$ cat config.mk
export PLATFORM = sky130hd
export DESIGN_NAME = dht11_capture_sched
export DESIGN_NICKNAME = d
export VERILOG_FILES = /design/src/rtl/dht11_capture_sched.sv
export SDC_FILE = /design/constraint.sdc
export NUM_CORES = 1
export LEC_CHECK = 0
export CORE_MARGIN = 1.5
export CORE_UTILIZATION = 60
export DETAILED_ROUTE_END_ITERATION = 8
export DONT_BUFFER_PORTS = 1
export GPL_TIMING_DRIVEN = 0
export PLACE_DENSITY = 0.77
export SYNTH_ARGS = -nofsm -noshare
export SYNTH_HDL_FRONTEND = slang
export SYNTH_SLANG_ARGS = --single-unit
$ cat constraint.sdc
create_clock -name clk -period 7.04 [get_ports clk]
set_input_delay 0.704 -clock clk [delete_from_list [all_inputs] [get_ports clk]]
set_output_delay 0.704 -clock clk [all_outputs]
set_load 0.02 [all_outputs]
$ cat src/rtl/dht11_capture_sched.sv
// DHT11 capture scheduler: merges manual and periodic requests into one
// drv_start stream, enforces the sensor holdoff, and retries on timeout/error.
//
// Ports:
//   clk, rst               clock, async active-high reset
//   ms_tick                1 ms strobe
//   manual_req             debounced level, rising edge requests a capture
//   auto_en, auto_period_s periodic capture enable and interval (s, 0=off)
//   drv_start              one-clk start pulse to the sensor driver
//   drv_done, drv_err      driver completion strobe and its error flag
//   drv_humid, drv_temp    driver data, valid with drv_done
//   humid, temp, valid     last good reading and "have one" flag
//   busy, fail             not idle / last request exhausted its retries
//   err_cnt                saturating failed-attempt counter
//
// Build option: define DHT_SCHED_ERRCNT_EN to build the err_cnt counter;
// otherwise err_cnt is tied to 0.

module dht11_capture_sched #(
    parameter int HOLDOFF_MS  = 2000,
    parameter int TIMEOUT_MS  = 50,
    parameter int MAX_RETRY   = 2,
    parameter int TICKS_PER_S = 1000
) (
    input  logic       clk,
    input  logic       rst,
    input  logic       ms_tick,
    input  logic       manual_req,
    input  logic       auto_en,
    input  logic [3:0] auto_period_s,
    output logic       drv_start,
    input  logic       drv_done,
    input  logic       drv_err,
    input  logic [7:0] drv_humid,
    input  logic [7:0] drv_temp,
    output logic [7:0] humid,
    output logic [7:0] temp,
    output logic       valid,
    output logic       busy,
    output logic       fail,
    output logic [7:0] err_cnt
);

    localparam int TMAX = (HOLDOFF_MS > TIMEOUT_MS) ? HOLDOFF_MS : TIMEOUT_MS;
    localparam int TW   = $clog2(TMAX + 2);
    localparam int PW   = $clog2(TICKS_PER_S + 2);

    localparam logic [TW-1:0] HOLD_LIM  = TW'(HOLDOFF_MS);
    localparam logic [TW-1:0] TMO_LIM   = TW'(TIMEOUT_MS);
    localparam logic [PW-1:0] PRE_LIM   = PW'(TICKS_PER_S);
    localparam logic [2:0]    RETRY_LIM = 3'(MAX_RETRY);

    typedef enum logic [1:0] {
        S_IDLE,
        S_START,
        S_WAIT,
        S_HOLD
    } state_t;

    state_t        r_state;
    state_t        w_state_nx;
    logic          r_start;
    logic          r_man_q;
    logic          r_pend;
    logic [PW-1:0] r_pre;
    logic [3:0]    r_sec;
    logic [TW-1:0] r_tmr;
    logic [2:0]    r_retry;
    logic          r_rpend;
    logic [7:0]    r_humid;
    logic [7:0]    r_temp;
    logic          r_valid;
    logic          r_fail;

    logic          w_auto_on;
    logic [PW-1:0] w_pre_inc;
    logic          w_pre_wrap;
    logic [3:0]    w_sec_inc;
    logic          w_sec_hit;
    logic          w_auto_req;
    logic          w_man_rise;
    logic          w_req;
    logic [TW-1:0] w_tmr_inc;
    logic          w_tmo;
    logic          w_hold_done;
    logic          w_good;
    logic          w_bad;

    // Request sources
    assign w_auto_on  = auto_en & (auto_period_s != 4'd0);
    assign w_pre_inc  = r_pre + 1'b1;
    assign w_pre_wrap = (w_pre_inc >= PRE_LIM);
    assign w_sec_inc  = r_sec + 1'b1;
    assign w_sec_hit  = (w_sec_inc >= auto_period_s);
    assign w_auto_req = w_auto_on & ms_tick & w_pre_wrap & w_sec_hit;
    assign w_man_rise = manual_req & ~r_man_q;
    assign w_req      = w_man_rise | w_auto_req;

    // Limits are tested against the post-increment value on a tick, so a
    // limit of 0 or 1 still takes exactly one tick.
    assign w_tmr_inc   = r_tmr + 1'b1;
    assign w_tmo       = ms_tick & (w_tmr_inc >= TMO_LIM);
    assign w_hold_done = ms_tick & (w_tmr_inc >= HOLD_LIM);

    // drv_done beats a coincident timeout
    assign w_good = (r_state == S_WAIT) & drv_done & ~drv_err;
    assign w_bad  = (r_state == S_WAIT) & (drv_done ? drv_err : w_tmo);

    always_comb begin
        w_state_nx = r_state;
        unique case (r_state)
            S_IDLE:  if (r_pend) w_state_nx = S_START;
            S_START: w_state_nx = S_WAIT;
            S_WAIT:  if (drv_done | w_tmo) w_state_nx = S_HOLD;
            S_HOLD: begin
                if (w_hold_done)
                    w_state_nx = (r_rpend | r_pend) ? S_START : S_IDLE;
            end
            default: w_state_nx = S_IDLE;
        endcase
    end

    // drv_start comes straight from a flop so it cannot glitch
    always_ff @(posedge clk or posedge rst) begin
        if (rst) begin
            r_state <= S_IDLE;
            r_start <= 1'b0;
        end else begin
            r_state <= w_state_nx;
            r_start <= (w_state_nx == S_START);
        end
    end

    always_ff @(posedge clk or posedge rst) begin
        if (rst) begin
            r_man_q <= 1'b0;
            r_pend  <= 1'b0;
        end else begin
            r_man_q <= manual_req;
            // a request landing in START stays queued for the next round
            r_pend  <= w_req | (r_pend & (r_state != S_START));
        end
    end

    always_ff @(posedge clk or posedge rst) begin
        if (rst) begin
            r_pre <= '0;
            r_sec <= '0;
        end else if (!w_auto_on) begin
            r_pre <= '0;
            r_sec <= '0;
        end else if (ms_tick) begin
            if (w_pre_wrap) begin
                r_pre <= '0;
                r_sec <= w_sec_hit ? 4'd0 : w_sec_inc;
            end else begin
                r_pre <= w_pre_inc;
            end
        end
    end

    // One timer shared by WAIT and HOLD, cleared on every state change
    always_ff @(posedge clk or posedge rst) begin
        if (rst) begin
            r_tmr <= '0;
        end else if (w_state_nx != r_state) begin
            r_tmr <= '0;
        end else if (ms_tick &&
                     (r_state == S_WAIT || r_state == S_HOLD)) begin
            r_tmr <= w_tmr_inc;
        end
    end

    always_ff @(posedge clk or posedge rst) begin
        if (rst) begin
            r_humid <= '0;
            r_temp  <= '0;
            r_valid <= 1'b0;
            r_fail  <= 1'b0;
            r_retry <= '0;
            r_rpend <= 1'b0;
        end else if (w_good) begin
            r_humid <= drv_humid;
            r_temp  <= drv_temp;
            r_valid <= 1'b1;
            r_fail  <= 1'b0;
            r_retry <= '0;
            r_rpend <= 1'b0;
        end else if (w_bad) begin
            if (r_retry < RETRY_LIM) begin
                r_retry <= r_retry + 1'b1;
                r_rpend <= 1'b1;
            end else begin
                r_fail  <= 1'b1;
                r_retry <= '0;
                r_rpend <= 1'b0;
            end
        end else if (r_state == S_START) begin
            r_rpend <= 1'b0;
        end
    end

`ifdef DHT_SCHED_ERRCNT_EN
    logic [7:0] r_err;

    always_ff @(posedge clk or posedge rst) begin
        if (rst) begin
            r_err <= '0;
        end else if (w_bad && r_err != 8'hFF) begin
            r_err <= r_err + 1'b1;
        end
    end

    assign err_cnt = r_err;
`else
    assign err_cnt = 8'd0;
`endif

    assign drv_start = r_start;
    assign humid     = r_humid;
    assign temp      = r_temp;
    assign valid     = r_valid;
    assign fail      = r_fail;
    assign busy      = (r_state != S_IDLE);

endmodule
==> qor.csv <==
stage,metric,value,unit
setup_path,startpoint,r_pre[0],
placement,dp.cells,410,
setup_path,critPathArrivalTime,2910,ps
sta,tightestPinTransition,988,ps
setup_path,required,7290,ps
setup_path,crit_chain,ha_1 > nand3_2 > or3_4 > a221oi_4 > nand4_4 > or4b_1 > a21oi_1,
power_and_ir_drop,combPwrFrac,0.261,
placement,hpwl,4.64,mm
global_routing,grt_pass1_vias,2316,
finish,stdcell_count,418,
power_and_ir_drop,swShare,0.347,
power_and_ir_drop,irDropWorstVdd,192,uV
setup_path,worst-setup-path-type,reg2reg,
logic_synthesis,seq_area_frac_synth,0.416,
logic_synthesis,synth_top_area_share,0.416,
logic_synthesis,avgSynthCellArea,9.43,um^2
floorplanning,die-height,75.2,um
finish,diodes,0,
setup_path,timing.rr.end,r_sec[2],
finish,nNetsFinal,384,
logic_synthesis,synth_top_family_by_area,simple AND/OR/NAND/NOR gates,
power_and_ir_drop,internal_power,471,uW
clocking,hold_buffers,0,
sta,hold_viol,0,
sta,max_freq,376,MHz
setup_path,critPathTopFamily,simple AND/OR/NAND/NOR gates,
logic_synthesis,synth_xor_area_frac,0.0392,
logic_synthesis,yosys_warnings,0,
sta,slew_viol_final,0,
setup_path,reg2reg_depth,7,
floorplanning,initial_utilization,0.617,
detailed_routing,drt_iter0_markers,159,
logic_synthesis,synth_edf_count,0,
sta,fin_crit,2660,ps
setup_path,slowest_delay,520,ps
floorplanning,io_pins,55,
detailed_routing,wl_met2,3.07,mm
detailed_routing,wl_per_cell,14.9,um
clocking,cts_setup_buffers,0,
logic_synthesis,yosys.area.top_type,dfrtp_1,
logic_synthesis,synthAdderAreaFrac,0.0400,
finish,drive_above_1_share,0.149,
floorplanning,die_area,5660,um^2
clocking,worstSkewPairLatency,320,ps
detailed_routing,vias_per_cell,5.91,
logic_synthesis,synth-seq-cells,52,
flow_run,maxCapViolations,0,
clocking,clock-root-buffer,clkbuf_8,
global_routing,antenna_found_initial,0,
logic_synthesis,syn_inst,332,
sta,layout_setup_ws,4380,ps
logic_synthesis,synth_compound_area_frac,0.152,
setup_path,crit_slowest_cell,or4b_1,
setup_path,crit_path_start_kind,flip-flop,
clocking,ctsHtreeMaxLevel,2,
sta,slew-limit-headroom,0.334,
clocking,cts_tree,done,
global_routing,grt_first_pass_wirelength,9.90,mm
power_and_ir_drop,p_per_area,215,nW/um^2
global_routing,grt_usage,0.230,
detailed_routing,drc,0,
clocking,cts_max_path_buffers,2,
clocking,cts_buffers,5,
setup_path,setup.worst_path.end_class,flip-flop,
logic_synthesis,synth_ff_type,dfrtp_1,
placement,pre_cts_slack,4400,ps
setup_path,path_buf_inv,0,
detailed_routing,num_vias,2470,
global_routing,gr-total-overflow,0,
placement,gp_congestion,0.908,
logic_synthesis,synth_commonest_cells,"52 x dfrtp_1, 32 x nor2_1, 31 x nand2_1",
floorplanning,die_w,75.2,um
logic_synthesis,synthMuxAreaShare,0.0811,
worst_hold_path,hold_path.class,in2async,
power_and_ir_drop,p_seq_frac,0.484,
logic_synthesis,synth-simple-area-share,0.214,
clocking,clk_pin_slew_worst_paths,100,ps
logic_synthesis,synth_area,3130,um^2
logic_synthesis,synth.distinct_cells,66,
detailed_routing,wl_met1,2.74,mm
sta,finalSetupTns,0,ps
finish,area_growth,7.35,%
power_and_ir_drop,p_switching,250,uW
sta,finalSetupViolations,0,
setup_path,rr_startpoint,r_pre[0],
global_routing,grt_max_degree,42,
logic_synthesis,yosys.cell_count.top_type,dfrtp_1,
placement,io_buffers,0,
floorplanning,rows,26,
clocking,cts.sinks,52,
logic_synthesis,postSynth.asyncResetShare,1.00,
logic_synthesis,synth_area_leaders,"dfrtp_1 42%, mux2_2 6.1%, ha_1 4.0%",
detailed_routing,dr_wl_met3,342,um
clocking,cts_resized,0,
power_and_ir_drop,p_clk_frac,0.255,
finish,fillers,463,
sta,fin_crit_sh,0.378,
power_and_ir_drop,totalPowerFinal,721,uW
sta,fin_skew,9.55,ps
detailed_routing,first_pass_iters,4,
sta,grt_setup_unrepaired,no,
detailed_routing,wl,6.23,mm
finish,fin_util,0.662,
floorplanning,core,5070,um^2
status,status,finished clean,
setup_path,cp_max_fo,9,
detailed_routing,drt.antenna.violating_nets,0,
power_and_ir_drop,p_leak,1.50,nW
detailed_routing,top_layer_used,met4,
setup_path,r2r_setup_slack,4380,ps
## worst register-to-register path, delay by kind of cell (launching register included)
| kind | cells | cell delay (ps) |
|---|---|---|
| simple gates | 4 | 1230 |
| flops | 1 | 490 |
| fa+ha+maj | 1 | 350 |
| compound gates | 2 | 530 |
## power by group through the flow
stage | clock (mW) | combinational (mW) | sequential, mW
floorplan | 0 | 0.154 | 0.351
global placement | 0 | 0.181 | 0.354
detailed placement | 0 | 0.188 | 0.355
CTS | 0.187 | 0.188 | 0.349
global route | 0.197 | 0.214 | 0.353
finish | 0.184 | 0.188 | 0.349
## sequential cells by signal (all words and copies together), names as in the netlist
signal     count
drv_start      1
fail           1
humid          8
r_man_q        1
r_pend         1
r_pre         10
r_retry        3
r_rpend        1
r_sec          4
r_state        2
r_tmr         11
temp           8
valid          1
## cells by family (layout without fill, tap and decap cells)
| kind of cell | count (synthesis) | after routing |
|---|---|---|
| DFF | 52 | 52 |
| other | 1 | 8 |
| adders and majority gates | 10 | 10 |
| AOI/OAI and AO/OA | 63 | 63 |
| buffers and inverters | 39 | 48 |
| xor gates and xnor gates | 14 | 14 |
| and+or+nand+nor | 130 | 130 |
| muxes | 23 | 23 |
## layout make-up
cell class                 instances  area (um^2)  area share
sequential                        52         1300       0.387
inverter                          17         63.8      0.0190
timing repair buffer               1         20.0     0.00595
clock inverter                     3         27.5     0.00819
multi-input combinational        248         1680       0.499
clock buffer                       5         68.8      0.0205
buffer                            22          115      0.0342
tap                               70         87.6      0.0261
## worst max-delay path by stage
stage | end | slack (ps) | cells after the start
after CTS | r_sec[2] | 4370 | 7
final | r_sec[2] | 4380 | 7
after global routing | r_retry[0] | 4130 | 7
after global placement | r_pre[5] | 4420 | 6
after floorplan | r_sec[2] | 4670 | 7
after detailed placement | r_retry[0] | 4400 | 7
## routing by layer
layer / GRT usage / vias to the layer above
met4: 0.0794 / 0
met5: 0 / -
met1: 0.292 / 1199
met3: 0.0576 / 8
li1: - / 1197
met2: 0.385 / 66
## per-stage QoR
stage	area, um^2	hold slack, ps
after CTS	3360	199
final	3360	199
after global routing	3360	208
after detailed placement	3270	479
after global placement	3250	474
after floorplan	3160	452
## cells in the final DEF (no fill, tap or decap), drive strengths merged, types with 8 or more instances in the layout
master and count:
nand3 21, mux2 19, clkbuf 17, nor3 10
inv 18, xnor2 8, o21ai 12, dfrtp 52
conb 8, ha 10, nand2 31, buf 11
a21oi 14, nor2 32
Note: power is estimated with default switching activity, not from simulation.
